File: src/rtl/gpu_circle_raster_if.sv
// Request/pixel-stream bundle between the draw pipeline and the circle rasteriser.
// The slave modport is the rasteriser side; master is the requester/framebuffer side.
interface gpu_circle_raster_if #(
  parameter int unsigned X_BITS = 10,
  parameter int unsigned Y_BITS = 9
) ();
  logic              start_i;
  logic [X_BITS-1:0] xc_i;
  logic [Y_BITS-1:0] yc_i;
  logic [X_BITS-1:0] rad_i;
  logic              mode_i;
  logic              abort_i;
  logic              pix_valid_o;
  logic              pix_ready_i;
  logic [X_BITS-1:0] pix_x_o;
  logic [Y_BITS-1:0] pix_y_o;
  logic              busy_o;
  logic              done_o;

  modport slave (
    input  start_i, xc_i, yc_i, rad_i, mode_i, abort_i, pix_ready_i,
    output pix_valid_o, pix_x_o, pix_y_o, busy_o, done_o
  );

  modport master (
    output start_i, xc_i, yc_i, rad_i, mode_i, abort_i, pix_ready_i,
    input  pix_valid_o, pix_x_o, pix_y_o, busy_o, done_o
  );
endinterface

File: src/rtl/gpu_circle_raster.sv
// Midpoint circle rasteriser: emits screen-clipped pixels (filled spans or outline
// points) over a valid/ready stream, one segment set per midpoint iteration.
module gpu_circle_raster #(
  parameter int unsigned X_BITS   = 10,
  parameter int unsigned Y_BITS   = 9,
  parameter int unsigned SCREEN_W = 640,
  parameter int unsigned SCREEN_H = 480
) (
  input logic                clk,
  input logic                rst,
  gpu_circle_raster_if.slave bus
);

  // Wide signed coordinate space so xc-y or yc+x never wraps before clipping.
  localparam int unsigned CW = ((X_BITS > Y_BITS) ? X_BITS : Y_BITS) + 2;
  localparam int unsigned DW = X_BITS + 3;
  localparam logic signed [CW-1:0] XMax = CW'(SCREEN_W - 1);
  localparam logic signed [CW-1:0] YMax = CW'(SCREEN_H - 1);

  typedef enum logic [2:0] {StIdle, StSetup, StEmit, StStep, StDone} state_e;

  state_e               state_q, state_d;
  logic signed [CW-1:0] xc_q, xc_d, yc_q, yc_d;
  logic signed [CW-1:0] x_q, x_d, y_q, y_d;
  logic signed [DW-1:0] d_q, d_d;
  logic                 mode_q, mode_d;
  logic [2:0]           seg_q, seg_d;
  logic [X_BITS-1:0]    pix_x_q, pix_x_d, span_r_q, span_r_d;
  logic [Y_BITS-1:0]    pix_y_q, pix_y_d;

  logic                 busy;
  logic                 sel, vneg, visible, last_seg;
  logic signed [CW-1:0] hoff, voff, row, xl, xr, span_l, span_r;
  logic signed [CW-1:0] x_n, y_n;
  logic signed [DW-1:0] dx, dy;
  logic                 unused_bits;

  assign busy = (state_q == StSetup) || (state_q == StEmit) || (state_q == StStep);

  // Segment geometry. Filled: seg[0] swaps x/y, seg[1] picks the lower half.
  // Outline: seg[0] mirrors in x, seg[1] swaps x/y, seg[2] mirrors in y.
  always_comb begin
    sel      = mode_q ? seg_q[1] : seg_q[0];
    vneg     = mode_q ? seg_q[2] : seg_q[1];
    hoff     = sel ? y_q : x_q;
    voff     = sel ? x_q : y_q;
    row      = vneg ? (yc_q - voff) : (yc_q + voff);
    xl       = xc_q - hoff;
    xr       = xc_q + hoff;
    if (mode_q) begin
      xl = seg_q[0] ? (xc_q - hoff) : (xc_q + hoff);
      xr = xl;
    end
    span_l   = (xl < 0) ? '0 : xl;
    span_r   = (xr > XMax) ? XMax : xr;
    visible  = (row >= 0) && (row <= YMax) && (span_l <= span_r);
    last_seg = mode_q ? (seg_q == 3'd7) : (seg_q == 3'd3);
  end

  assign unused_bits = ^{span_l[CW-1:X_BITS], span_r[CW-1:X_BITS], row[CW-1:Y_BITS]};

  always_comb begin
    state_d  = state_q;
    xc_d     = xc_q;
    yc_d     = yc_q;
    x_d      = x_q;
    y_d      = y_q;
    d_d      = d_q;
    mode_d   = mode_q;
    seg_d    = seg_q;
    pix_x_d  = pix_x_q;
    pix_y_d  = pix_y_q;
    span_r_d = span_r_q;
    dx       = DW'(x_q);
    dy       = DW'(y_q);
    x_n      = x_q + CW'(1);
    y_n      = (d_q < 0) ? y_q : (y_q - CW'(1));

    unique case (state_q)
      StIdle: begin
        if (bus.start_i) begin
          xc_d    = CW'(bus.xc_i);
          yc_d    = CW'(bus.yc_i);
          mode_d  = bus.mode_i;
          x_d     = '0;
          y_d     = CW'(bus.rad_i);
          d_d     = DW'(1) - DW'(bus.rad_i);
          seg_d   = '0;
          state_d = StSetup;
        end
      end
      StSetup: begin
        if (visible) begin
          pix_x_d  = span_l[X_BITS-1:0];
          pix_y_d  = row[Y_BITS-1:0];
          span_r_d = span_r[X_BITS-1:0];
          state_d  = StEmit;
        end else if (last_seg) begin
          state_d = StStep;
        end else begin
          seg_d = seg_q + 3'd1;
        end
      end
      StEmit: begin
        if (bus.pix_ready_i) begin
          if (pix_x_q != span_r_q) begin
            pix_x_d = pix_x_q + 1'b1;
          end else if (last_seg) begin
            state_d = StStep;
          end else begin
            seg_d   = seg_q + 3'd1;
            state_d = StSetup;
          end
        end
      end
      StStep: begin
        if (d_q < 0) begin
          d_d = d_q + (dx <<< 1) + DW'(3);
        end else begin
          d_d = d_q + ((dx - dy) <<< 1) + DW'(5);
        end
        x_d = x_n;
        y_d = y_n;
        if (x_n > y_n) begin
          state_d = StDone;
        end else begin
          seg_d   = '0;
          state_d = StSetup;
        end
      end
      StDone:  state_d = StIdle;
      default: state_d = StIdle;
    endcase

    if (busy && bus.abort_i) begin
      state_d = StIdle;
    end
  end

  always_ff @(posedge clk or posedge rst) begin
    if (rst) begin
      state_q  <= StIdle;
      xc_q     <= '0;
      yc_q     <= '0;
      x_q      <= '0;
      y_q      <= '0;
      d_q      <= '0;
      mode_q   <= 1'b0;
      seg_q    <= '0;
      pix_x_q  <= '0;
      pix_y_q  <= '0;
      span_r_q <= '0;
    end else begin
      state_q  <= state_d;
      xc_q     <= xc_d;
      yc_q     <= yc_d;
      x_q      <= x_d;
      y_q      <= y_d;
      d_q      <= d_d;
      mode_q   <= mode_d;
      seg_q    <= seg_d;
      pix_x_q  <= pix_x_d;
      pix_y_q  <= pix_y_d;
      span_r_q <= span_r_d;
    end
  end

  assign bus.pix_valid_o = (state_q == StEmit);
  assign bus.pix_x_o     = pix_x_q;
  assign bus.pix_y_o     = pix_y_q;
  assign bus.busy_o      = busy;
  assign bus.done_o      = (state_q == StDone);

endmodule

File: src/flat_wrapper.sv
// flat-port wrapper written by rule: the top's interface ports become plain ports
module gpu_circle_raster_flat 
#(
  parameter int unsigned X_BITS   = 10,
  parameter int unsigned Y_BITS   = 9,
  parameter int unsigned SCREEN_W = 640,
  parameter int unsigned SCREEN_H = 480
)
  (clk, rst, bus_start_i, bus_xc_i, bus_yc_i, bus_rad_i, bus_mode_i, bus_abort_i, bus_pix_ready_i, bus_pix_valid_o, bus_pix_x_o, bus_pix_y_o, bus_busy_o, bus_done_o);
  gpu_circle_raster_if #(.X_BITS(X_BITS), .Y_BITS(Y_BITS)) bus_i ();
  input logic clk;
  input logic rst;
  input wire logic [$bits(bus_i.start_i)-1:0] bus_start_i;
  input wire logic [$bits(bus_i.xc_i)-1:0] bus_xc_i;
  input wire logic [$bits(bus_i.yc_i)-1:0] bus_yc_i;
  input wire logic [$bits(bus_i.rad_i)-1:0] bus_rad_i;
  input wire logic [$bits(bus_i.mode_i)-1:0] bus_mode_i;
  input wire logic [$bits(bus_i.abort_i)-1:0] bus_abort_i;
  input wire logic [$bits(bus_i.pix_ready_i)-1:0] bus_pix_ready_i;
  output wire logic [$bits(bus_i.pix_valid_o)-1:0] bus_pix_valid_o;
  output wire logic [$bits(bus_i.pix_x_o)-1:0] bus_pix_x_o;
  output wire logic [$bits(bus_i.pix_y_o)-1:0] bus_pix_y_o;
  output wire logic [$bits(bus_i.busy_o)-1:0] bus_busy_o;
  output wire logic [$bits(bus_i.done_o)-1:0] bus_done_o;
  assign bus_i.start_i = bus_start_i;
  assign bus_i.xc_i = bus_xc_i;
  assign bus_i.yc_i = bus_yc_i;
  assign bus_i.rad_i = bus_rad_i;
  assign bus_i.mode_i = bus_mode_i;
  assign bus_i.abort_i = bus_abort_i;
  assign bus_i.pix_ready_i = bus_pix_ready_i;
  assign bus_pix_valid_o = bus_i.pix_valid_o;
  assign bus_pix_x_o = bus_i.pix_x_o;
  assign bus_pix_y_o = bus_i.pix_y_o;
  assign bus_busy_o = bus_i.busy_o;
  assign bus_done_o = bus_i.done_o;
  gpu_circle_raster #(.X_BITS(X_BITS), .Y_BITS(Y_BITS), .SCREEN_W(SCREEN_W), .SCREEN_H(SCREEN_H)) u_core (.clk(clk), .rst(rst), .bus(bus_i));
endmodule
File: config.mk
export PLATFORM = sky130hd
export DESIGN_NAME = gpu_circle_raster_flat
export DESIGN_NICKNAME = d
export VERILOG_FILES = /design/src/rtl/gpu_circle_raster_if.sv /design/src/rtl/gpu_circle_raster.sv /design/src/flat_wrapper.sv
export SDC_FILE = /design/constraint.sdc
export NUM_CORES = 1
export LEC_CHECK = 0
export CAP_MARGIN = 20
export CORE_ASPECT_RATIO = 2
export CORE_MARGIN = 5
export CORE_UTILIZATION = 57
export CTS_BUF_LIST = sky130_fd_sc_hd__clkbuf_4
export DETAILED_ROUTE_END_ITERATION = 12
export PLACE_DENSITY = 0.76
export SETUP_SLACK_MARGIN = 0.15
export SYNTH_ARGS = -nofsm -noshare
export SYNTH_HDL_FRONTEND = slang
export SYNTH_SLANG_ARGS = --single-unit
File: constraint.sdc
create_clock -name clk -period 5.7 [get_ports clk]
set_input_delay 0.57 -clock clk [delete_from_list [all_inputs] [get_ports clk]]
set_output_delay 0.57 -clock clk [all_outputs]
set_load 0.05 [all_outputs]
==> qor.csv, run 1 <==
stage,metric,value,unit
cts,clk_lat worst skew,0.51,ns
setup_path,"slowest stage cell, crit path",dfrtp_1,
run_status,outcome,"finished, violations left",
setup_path,Worst Reg2Reg Path Length in Cells,26,
cts,clock slew at reported path FFs,0.17,ns
grt,first-pass GRT wire length,46.1,mm
sta,Final Hold Vio Count,0,
setup_path,CP endpoint kind,register,
cts,clock buffer depth,2,
detailed_routing,via count,9082,
cts,Clock Sinks,92,
setup_path,crit path kind,register to register,
floorplan,num rows,66,
grt,GR Util All Layers,30.5,%
place,placed insts,1425,
detailed_routing,DRC Markers,0,
logic_synthesis,Synth Warn #,0,
detailed_routing,Initial DRT Pass Iterations,6,
floorplan,Core Area,16300,sq um
sta,final worst slack,-0.0418,ns
grt,grt total ovfl,0,
floorplan,die height,192,microns
setup_path,crit path max fanout,5,
sta,"Slew Viols, Final",0,
detailed_routing,ANT nets after route,0,
floorplan,die area,19300,sq um
grt,largest net degree at the start of global routing,56,
place,DP Area,10600,sq um
place,DP HPWL,22.4,mm
logic_synthesis,register bit count reported by yosys,92,
finish,area growth from synthesis to layout,20.4,%
finish,Finished Cell Area,11300,sq um
grt,initial antenna violation count,1,
detailed_routing,wire per inst,19.9,microns
logic_synthesis,Mapped Area,9400,sq um
finish,utilization after layout,69.5,%
setup_path,crit-path max cell delay,0.46,ns
run_status,failing checks,setup timing,
place,port bufs,56,
sta,Hold Slack,0.434,ns
setup_path,R2R Setup Slk,-0.04,ns
detailed_routing,initial DRC count,441,
setup_path,CP required,6.09,ns
logic_synthesis,sequential area share after synthesis,24.5,%
setup_path,Buf/Inv on CP,4,
sta,# setup viols final,6,
sta,Worst slew margin,32.9,%
sta,Period minus WS final,5.74,ns
floorplan,Initial Utilization,57.8,%
cts,cts hold-fix bufs,0,
setup_path,Worst EP arrival,6.13,ns
logic_synthesis,"Avg Cell Area, Syn",8.19,sq um
floorplan,num ports,57,
sta,clk_skew,0.0317,ns
cts,total CTS buffers,9,
logic_synthesis,Synthesized Nets,1303,
logic_synthesis,post-synthesis async set-or-reset flop share,100,%
place,routability congestion estimate from global placement,0.940,
detailed_routing,vias per cell,6.19,
setup_path,crit-path leading delay family,compound AO/OA/AOI/OAI gates,
finish,Layout Cells excl Fill,1468,
logic_synthesis,Mapped Cells,1148,
sta,Slew @ Worst Pin,1.01,ns
sta,fin crit share,101,%
setup_path,critical path launch point type,register,
detailed_routing,Total Wirelength,29.2,mm
finish,# nets final,1413,
sta,Max Fclk,0.174,GHz
cts,root buffer cell,clkbuf_4,
grt,number of global-route vias before repair,9411,
logic_synthesis,"Distinct cells, synth",77,
setup_path,Reg-to-Reg Start,u_core.mode_q,
sta,RSZ-0062 raised after global routing,yes,
logic_synthesis,Post-synth EDFFs,0,
logic_synthesis,Main synth FF type,dfrtp_1,
finish,share of layout cells above drive strength 1,15.8,%
setup_path,r2r endpoint,u_core.bus.pix_x_o[1],
cts,H-tree depth,3,
flow_run,Max Cap Violations,0,
min_path,hold crit path type,input port to asynchronous set/reset pin,
cts,CTS tree,yes,
floorplan,chip width,101,microns
cell usage in the layout, fill, tap and decap left out, types with 38 or more instances in the layout:
master / n
nor2_1: 92
nand2_1: 116
a21oi_1: 76
clkdlybuf4s50_1: 56
ha_1: 110
buf_4: 86
dfrtp_1: 92
xnor2_1: 71
xor2_1: 38
o21ai_0: 62
inv_1: 70
cell type report:
| type | instances | area [sq um] |
|---|---|---|
| flip-flops and latches | 92 | 2300 |
| fillers | 1372 | 4960 |
| well taps | 204 | 255 |
| inverters | 71 | 269 |
| multi-input cells | 928 | 6960 |
| repair buffers | 156 | 1390 |
| diodes | 1 | 2.50 |
| clock inverters | 7 | 66.3 |
| clock buffers | 9 | 67.6 |
state kept, by name, indices dropped and copies added, names as in the netlist:
register / count
u_core.x_q: 12
u_core.mode_q: 1
u_core.span_r_q: 10
u_core.seg_q: 3
u_core.xc_q: 10
u_core.bus.pix_y_o: 9
u_core.bus.pix_x_o: 10
u_core.y_q: 12
u_core.yc_q: 9
u_core.state_q: 3
u_core.d_q: 13
repair_timing:
action / in CTS / in global routing
cloned: 1 / 0
gates resized for setup: 44 / 55
pin swaps: 30 / 35
buffers inserted: 18 / 8
setup endpoints to repair: 33 / 33
stage by stage:
| step | TNS, ns | setup slack (ns) |
|---|---|---|
| floorplan | 0 | 0.175 |
| global placement | -0.0473 | -0.0240 |
| detailed placement | -1.97 | -0.161 |
| CTS | 0 | 0.123 |
| global route | -3.42 | -0.206 |
| finish | -0.143 | -0.0418 |
Yosys cell counts, drive strengths merged (7+ instances only):
cell	count	share of area [%]
o22ai	9	0.60
nand4	9	0.60
nand2b	7	0.47
nand2	116	4.6
o21bai	9	0.72
inv	71	2.8
and3	9	0.60
buf	8	0.67
a31oi	9	0.60
o221ai	8	0.81
xor2	38	3.5
o211ai	11	0.88
nor2b	14	0.93
o21ai	70	3.7
nor4	11	1.3
mux2	9	1.1
dfrtp	92	24
o21a	14	1.1
mux2i	17	1.9
a21o	27	2.2
nor2	105	4.2
a21oi	87	4.6
nor3	32	1.7
nand3	18	0.96
a22o	11	1.1
ha	114	15
or3	10	0.67
clkbuf	49	2.0
xnor2	72	6.7
a211oi	13	1.0
worst max-delay path by stage:
stage                       start  depth (start not counted)  slack, ns                     to
finish              u_core.mode_q                         26      -0.04  u_core.bus.pix_x_o[1]
global route        u_core.mode_q                         27      -0.21        u_core.seg_q[2]
CTS                 u_core.mode_q                         26       0.12  u_core.bus.pix_x_o[7]
detailed placement  u_core.mode_q                         23      -0.16     u_core.span_r_q[7]
global placement    u_core.mode_q                         24      -0.02     u_core.span_r_q[7]
floorplan           u_core.mode_q                         26       0.18  u_core.bus.pix_x_o[2]
worst register-to-register path, cell delays in order, from the launching register on:
cell	delay [ns]
dfrtp_1	0.46
mux2i_4	0.35
buf_6	0.17
nor2_2	0.04
a21o_1	0.19
buf_6	0.13
fa_2	0.35
a21o_1	0.21
a221o_1	0.37
o21ai_2	0.21
o31a_1	0.17
o211ai_1	0.10
xor2_1	0.21
o31a_1	0.25
buf_4	0.14
buf_4	0.11
o21ai_1	0.06
ha_1	0.34
o21a_1	0.13
nor2_1	0.04
a311o_1	0.37
a21oi_4	0.24
nor2_4	0.07
o311a_1	0.17
a41oi_4	0.30
nor2_4	0.11
mux2_4	0.34
cell families (layout without fill, tap and decap cells):
kind of cell	count (synthesis)	after routing	synth area share [%]
adder cells (fa/ha/maj)	120	120	16.5
flip-flops	92	92	24.5
AND/OR/NAND/NOR	352	352	17.7
XOR/XNOR	110	110	10.3
buffers and inverters	128	243	5.47
multiplexers	26	26	3.02
AO/OA/AOI/OAI	320	320	22.6
other	0	1	0
routing by layer:
metal / up-vias / GRT usage [%] / part of all wire [%] / routed length [microns]
met5: - / 0 / 0 / 0
met2: 283 / 57.4 / 54 / 15900
met3: 146 / 3.02 / 3.6 / 1050
met1: 4347 / 28.4 / 33 / 9670
met4: 0 / 25.1 / 9.0 / 2640
li1: 4306 / - / - / -
Power of run 1 is left out: the tool's default activity adds up to more than one toggle a clock period on the data nets, which glitch-free logic cannot reach.
==> run 2, diff against run 1 <==
Settings changed: CORE_UTILIZATION 57 to 67, DONT_BUFFER_PORTS set to 1, PLACE_DENSITY 0.76 to 0.79.
Clock period 5.7 ns to 5.6 ns, I/O delays scaled along.
==> run 2 against run 1 <==
The run now ends clean. Non-clock buffer count decreased by 67. Via count decreased by 1.2%. Design area decreased by 7.5%. Setup slack improved by 0.074 ns. Hold slack got worse by 0.31 ns. Clock-buffer cell count unchanged. Critical path depth is the same. Routed wire length fell by 2.2%. Largest cell class unchanged. Highest routed layer unchanged.
==> qor.csv, run 2 (synthesis gave the netlist of run 1 again) <==
stage,metric,value,unit,change
sta,Final Hold Vio Count,0,,unchanged
finish,multi-input logic area,6820,sq um,was 6960 sq um
setup_path,CP required,5.98,ns,was 6.09 ns
sta,RSZ-0062 raised after global routing,yes,,unchanged
finish,sequential cell area,2300,sq um,unchanged
finish,"commonest non-fill, non-tap cell in the layout",nand2_1,,unchanged
setup_path,CP endpoint kind,register,,unchanged
run_status,outcome,"finished, final reports clean",,"was finished, violations left"
finish,max reg flops,13,,unchanged
setup_path,crit path kind,register to register,,unchanged
cts,clk_lat worst skew,0.49,ns,was 0.51 ns
floorplan,Initial Utilization,68.0,%,was 57.8%
grt,global-route layer with the greatest usage,met2,,unchanged
sta,Max Fclk,0.180,GHz,was 0.174 GHz
detailed_routing,ANT nets after route,0,,unchanged
sta,"Slew Viols, Final",0,,unchanged
setup_path,critical path depth,26,,unchanged
finish,Biggest register,u_core.d_q,,unchanged
setup_path,"slowest stage cell, crit path",dfrtp_1,,unchanged
sta,setup TNS,0,ns,was -0.143 ns
cts,clock slew at reported path FFs,0.16,ns,was 0.17 ns
setup_path,crit-path leading delay family,compound AO/OA/AOI/OAI gates,,unchanged
place,port bufs,0,,was 56
cts,Clock Sinks,92,,unchanged
sta,Slew @ Worst Pin,1.02,ns,was 1.01 ns
detailed_routing,wire per inst,20.6,microns,was 19.9 microns
floorplan,num ports,57,,unchanged
sta,# setup viols final,0,,was 6
grt,global-route met2 utilization,67.1,%,was 57.4%
cts,root buffer cell,clkbuf_4,,unchanged
grt,GR Layer Usage met3,3.86,%,was 3.02%
setup_path,crit path max fanout,10,,was 5
sta,Worst slew margin,32.3,%,was 32.9%
grt,GR Util All Layers,35.3,%,was 30.5%
finish,fillers,1064,,was 1372
detailed_routing,DRC Markers,0,,unchanged
grt,met1 GRT Util,32.5,%,was 28.4%
floorplan,die height,177,microns,was 192 microns
finish,area growth from synthesis to layout,11.3,%,was 20.4%
floorplan,Core Area,13800,sq um,was 16300 sq um
detailed_routing,initial DRC count,505,,was 441
flow_run,Max Cap Violations,0,,unchanged
finish,"commonest non-fill, non-tap cells in the layout","nand2_1, ha_1, nor2_1",,"was nand2_1, ha_1, nor2_1, dfrtp_1, buf_4"
setup_path,Worst EP arrival,5.95,ns,was 6.13 ns
sta,clk_skew,0.0354,ns,was 0.0317 ns
grt,initial antenna violation count,1,,unchanged
grt,number of global-route vias before repair,9438,,was 9411
grt,largest net degree at the start of global routing,60,,was 56
finish,# nets final,1347,,was 1413
floorplan,die area,16600,sq um,was 19300 sq um
min_path,Worst Hold Depth,1,,
sta,Period minus WS final,5.57,ns,was 5.74 ns
place,DP HPWL,22.4,mm,about the same
floorplan,num rows,61,,was 66
finish,share of layout cells above drive strength 1,13.3,%,was 15.8%
detailed_routing,Initial DRT Pass Iterations,5,,was 6
setup_path,Buf/Inv on CP,2,,was 4
detailed_routing,vias per cell,6.47,,was 6.19
grt,grt total ovfl,0,,unchanged
cts,total CTS buffers,9,,unchanged
setup_path,crit-path max cell delay,0.44,ns,was 0.46 ns
min_path,hold crit path type,input port to register,,was input port to asynchronous set/reset pin
detailed_routing,via count,8976,,was 9082
setup_path,critical path launch point type,register,,unchanged
detailed_routing,Total Wirelength,28.6,mm,was 29.2 mm
cts,CTS tree,yes,,unchanged
grt,first-pass GRT wire length,45.7,mm,was 46.1 mm
setup_path,Worst Reg2Reg Path Length in Cells,26,,unchanged
finish,top flop regs,"u_core.d_q (13), u_core.x_q (12), u_core.y_q (12)",,unchanged
sta,fin crit share,99.4,%,was 101%
place,routability congestion estimate from global placement,0.965,,was 0.940
setup_path,Critical Path Most Common Cell,nor2_4,,
cts,H-tree depth,3,,unchanged
cts,clock buffer depth,2,,unchanged
floorplan,chip width,93.7,microns,was 101 microns
run 2: changes by cell type in the layout (fill, tap and decap cells not counted), sizes merged:
cell | before | now
and2 | 6 | 7
buf | 100 | 88
bufinv | 1 | 0
clkdlybuf4s50 | 56 | 0
clkinvlp | 0 | 1
dlygate4sd3 | 0 | 1
run 2: area by class of cell:
cell class	count	share of cell area [%]
Sequential cell	92	22.0
Clock inverter	7	0.490
Tap cell	189	2.26
Inverter	71	2.57
Multi-Input combinational cell	929	65.2
Clock buffer	9	0.646
Timing Repair Buffer	89	6.83
Antenna cell	1	0.0239
run 2: final timing paths:
check	slack, ns	to	start
max reg2reg	0.03	u_core.bus.pix_x_o[1]	u_core.mode_q
max in group asynchronous	3.88	u_core.yc_q[5]	rst
min	0.13	u_core.state_q[1]	bus_abort_i
min reg2reg	0.51	u_core.yc_q[5]	u_core.yc_q[5]
min in group asynchronous	0.53	u_core.xc_q[6]	rst
max	0.03	u_core.bus.pix_x_o[1]	u_core.mode_q
run 2: routing by layer:
| layer | part of all wire, % | vias up |
|---|---|---|
| met4 | 8.9 | 0 |
| met1 | 32 | 4314 |
| met5 | 0 | - |
| met2 | 55 | 340 |
| met3 | 4.1 | 144 |
| li1 | - | 4178 |
run 2: metrics by stage:
stage | util, % | hold WS (ns) | cell area (sq um) | worst slack [ns] | std cells
floorplan | - | 0.452 | 9500 | 0.153 | 1148
global placement | 72.8 | 0.458 | 10100 | -0.0201 | 1357
detailed placement | 72.8 | 0.459 | 10100 | -0.134 | 1357
CTS | 75.2 | 0.103 | 10400 | 0.0673 | 1381
global route | 75.7 | 0.0895 | 10500 | -0.217 | 1387
finish | 75.7 | 0.126 | 10500 | 0.0324 | 1387
run 2: worst register-to-register path, stage by stage (launching register included):
cell	delay (ns)
dfrtp_1	0.44
mux2i_4	0.27
buf_12	0.16
nand2_1	0.08
o21ai_2	0.08
ha_2	0.21
fa_2	0.21
o21ba_2	0.15
o211ai_1	0.09
buf_4	0.16
a2111oi_4	0.37
nor3_2	0.07
nand2b_1	0.16
and3_1	0.18
o31a_1	0.35
nor2_4	0.18
nor2b_1	0.07
ha_1	0.30
nand4_1	0.13
o21bai_1	0.19
a311o_1	0.37
a21oi_2	0.24
nor2_2	0.07
o311a_1	0.16
a41oi_4	0.36
nor2_4	0.11
mux2_2	0.31
run 2: what timing repair did:
item / in CTS / in global routing
pin swaps: 10 / 7
gates resized for setup: 30 / 10
setup buffers: 7 / 4
gates cloned: 0 / 1
hold endpoints to repair: 33 / 0
hold buffers: 1 / 0
setup endpoints to repair: 33 / 33
Power of run 2 is left out for the same reason.
==> run 3, diff against run 2 <==
--- a/config.mk
+++ b/config.mk
@@ -9,9 +9,8 @@
 export CORE_ASPECT_RATIO = 2
 export CORE_MARGIN = 5
-export CORE_UTILIZATION = 67
+export CORE_UTILIZATION = 63
 export CTS_BUF_LIST = sky130_fd_sc_hd__clkbuf_4
 export DETAILED_ROUTE_END_ITERATION = 12
-export DONT_BUFFER_PORTS = 1
-export PLACE_DENSITY = 0.79
+export PLACE_DENSITY = 0.8
 export SETUP_SLACK_MARGIN = 0.15
 export SYNTH_ARGS = -nofsm -noshare
==> constraint.sdc (replaced) <==
create_clock -name clk -period 5.6 [get_ports clk]
set_input_delay 0.56 -clock clk [delete_from_list [all_inputs] [get_ports clk]]
set_output_delay 0.56 -clock clk [all_outputs]
set_load 0.02 [all_outputs]
==> run 3 against run 2 <==
The run now ends with setup timing left. Critical endpoint is now u_core.bus.pix_x_o[9]. Routed wire length rose by 2.8%. Highest routed layer unchanged. Design area rose by 8.6%. Register-to-register slack got worse by 0.05 ns. Non-clock buffer count rose by 75. Clock skew rose by 0.0040 ns. Fmax fell by 0.87%. Die area rose by 5.8%. Setup slack got worse by 0.049 ns. Clock-buffer cell count did not move.
==> qor.csv, run 3 (synthesis gave the netlist of run 1 again) <==
stage,metric,value,unit,change
run_status,outcome,"finished, violations left",,"was finished, final reports clean"
run_status,failing checks,setup timing,,
grt,initial antenna violation count,1,,unchanged
finish,max reg flops,13,,unchanged
setup_path,crit path kind,register to register,,unchanged
sta,setup TNS,-0.0265,ns,was 0 ns
finish,"commonest non-fill, non-tap cells in the layout","nand2_1, ha_1, nor2_1",,unchanged
detailed_routing,wire per inst,20.0,microns,was 20.6 microns
sta,Slew @ Worst Pin,1.01,ns,was 1.02 ns
finish,"commonest non-fill, non-tap cell in the layout",nand2_1,,unchanged
detailed_routing,vias per cell,6.28,,was 6.47
place,DP Area,10700,sq um,was 10100 sq um
cts,root buffer cell,clkbuf_4,,unchanged
floorplan,num rows,63,,was 61
cts,H-tree depth,3,,unchanged
finish,multi-input logic area,6960,sq um,was 6820 sq um
finish,Biggest register,u_core.d_q,,unchanged
place,routability congestion estimate from global placement,0.966,,was 0.965
floorplan,die height,183,microns,was 177 microns
detailed_routing,ANT nets after route,0,,unchanged
detailed_routing,Initial DRT Pass Iterations,5,,unchanged
finish,top flop regs,"u_core.d_q (13), u_core.x_q (12), u_core.y_q (12)",,unchanged
setup_path,critical path launch point type,register,,unchanged
sta,# setup viols final,2,,was 0
grt,grt total ovfl,0,,unchanged
detailed_routing,via count,9215,,was 8976
cts,clk_lat worst skew,0.53,ns,was 0.49 ns
sta,clk_skew,0.0394,ns,was 0.0354 ns
cts,CTS tree,yes,,unchanged
finish,area growth from synthesis to layout,20.9,%,was 11.3%
flow_run,Max Cap Violations,0,,unchanged
grt,number of global-route vias before repair,9441,,was 9438
floorplan,die area,17600,sq um,was 16600 sq um
finish,fillers,1138,,was 1064
floorplan,Core Area,14700,sq um,was 13800 sq um
cts,cts hold-fix bufs,0,,was 1
setup_path,CP endpoint kind,register,,unchanged
sta,final worst slack,-0.0168,ns,was 0.0324 ns
cts,clock slew at reported path FFs,0.15,ns,was 0.16 ns
grt,GR Util All Layers,34.4,%,was 35.3%
finish,utilization after layout,77.1,%,was 75.7%
sta,Final Hold Vio Count,0,,unchanged
sta,fin crit share,100,%,was 99.4%
cts,Clock Sinks,92,,unchanged
place,Setup WS pre-CTS,-0.190,ns,was -0.134 ns
grt,largest net degree at the start of global routing,55,,was 60
finish,Finished Cell Area,11400,sq um,was 10500 sq um
floorplan,chip width,96.4,microns,was 93.7 microns
grt,first-pass GRT wire length,46.5,mm,was 45.7 mm
sta,RSZ-0062 raised after global routing,yes,,unchanged
finish,# nets final,1422,,was 1347
min_path,hold crit path type,input port to asynchronous set/reset pin,,was input port to register
cts,total CTS buffers,9,,unchanged
detailed_routing,Total Wirelength,29.4,mm,was 28.6 mm
place,port bufs,56,,was 0
finish,sequential cell area,2300,sq um,unchanged
sta,Period minus WS final,5.62,ns,was 5.57 ns
sta,Max Fclk,0.178,GHz,was 0.180 GHz
floorplan,num ports,57,,unchanged
finish,share of layout cells above drive strength 1,15.7,%,was 13.3%
setup_path,CP required,6.00,ns,was 5.98 ns
sta,Worst slew margin,32.8,%,was 32.3%
sta,"Slew Viols, Final",0,,unchanged
place,DP HPWL,22.7,mm,was 22.4 mm
detailed_routing,DRC Markers,0,,unchanged
floorplan,Initial Utilization,63.8,%,was 68.0%
setup_path,crit path max fanout,6,,was 10
detailed_routing,initial DRC count,462,,was 505
cts,clock buffer depth,2,,unchanged
setup_path,Worst EP arrival,6.02,ns,was 5.95 ns
==> run 3: worst max-delay path, stage by stage (launching register included) <==
cell	delay [ns]
dfrtp_1	0.44
mux2i_4	0.27
buf_12	0.15
buf_6	0.10
a21o_1	0.14
buf_6	0.12
inv_1	0.04
ha_1	0.21
or2_2	0.32
o221ai_4	0.22
a221oi_4	0.12
o2111a_1	0.28
or3_1	0.37
and2_4	0.19
nor2_4	0.18
nor2b_1	0.08
ha_1	0.29
nand4_1	0.11
o21bai_1	0.17
a311o_1	0.38
a21oi_2	0.20
nor2_2	0.08
o311a_1	0.17
a41oi_4	0.41
nor2_4	0.10
buf_6	0.17
a22o_1	0.17
==> run 3: through the flow <==
| stage | std cells | hold WS [ns] |
|---|---|---|
| 2_1_floorplan | 1148 | 0.452 |
| 3_3_place_gp | 1429 | 0.470 |
| 3_5_place_dp | 1429 | 0.479 |
| 4_1_cts | 1462 | 0.423 |
| 5_1_grt | 1467 | 0.463 |
| 6_report | 1467 | 0.399 |
==> run 3: final timing paths <==
path,end,depth (start not counted),slack (ns),startpoint
worst max-delay path,u_core.bus.pix_x_o[9],26,-0.02,u_core.mode_q
worst min-delay path,u_core.xc_q[1],2,0.40,rst
worst max register to register,u_core.bus.pix_x_o[9],26,-0.02,u_core.mode_q
worst min register to register,u_core.bus.pix_y_o[4],1,0.51,u_core.bus.pix_y_o[4]
max in group asynchronous,u_core.mode_q,3,4.03,rst
min in group clk,u_core.bus.pix_y_o[4],1,0.51,u_core.bus.pix_y_o[4]
==> run 3: area by class of cell <==
cell class,count,area share [%]
clock inverter,6,0.793
tap,195,2.15
sequential,92,20.3
clock buffer,9,0.595
inverter,71,2.37
multi-input combinational,929,61.3
timing repair buffer,164,12.5
antenna,1,0.0220
==> run 3: what timing repair did <==
action,in CTS,in global routing
cloned,1,0
gates resized for setup,42,25
endpoints found under the setup margin,33,33
pin swaps,24,14
buffers inserted,17,4
==> run 3: layer usage <==
metal | wire, microns | vias up | GRT usage [%] | share of wire [%]
li1 | - | 4335 | - | -
met5 | 0 | - | 0 | 0
met4 | 2720 | 0 | 28.7 | 9.3
met2 | 15700 | 327 | 61.8 | 54
met3 | 1200 | 155 | 4.83 | 4.1
met1 | 9710 | 4398 | 33.0 | 33
Power of run 3 is left out for the same reason.
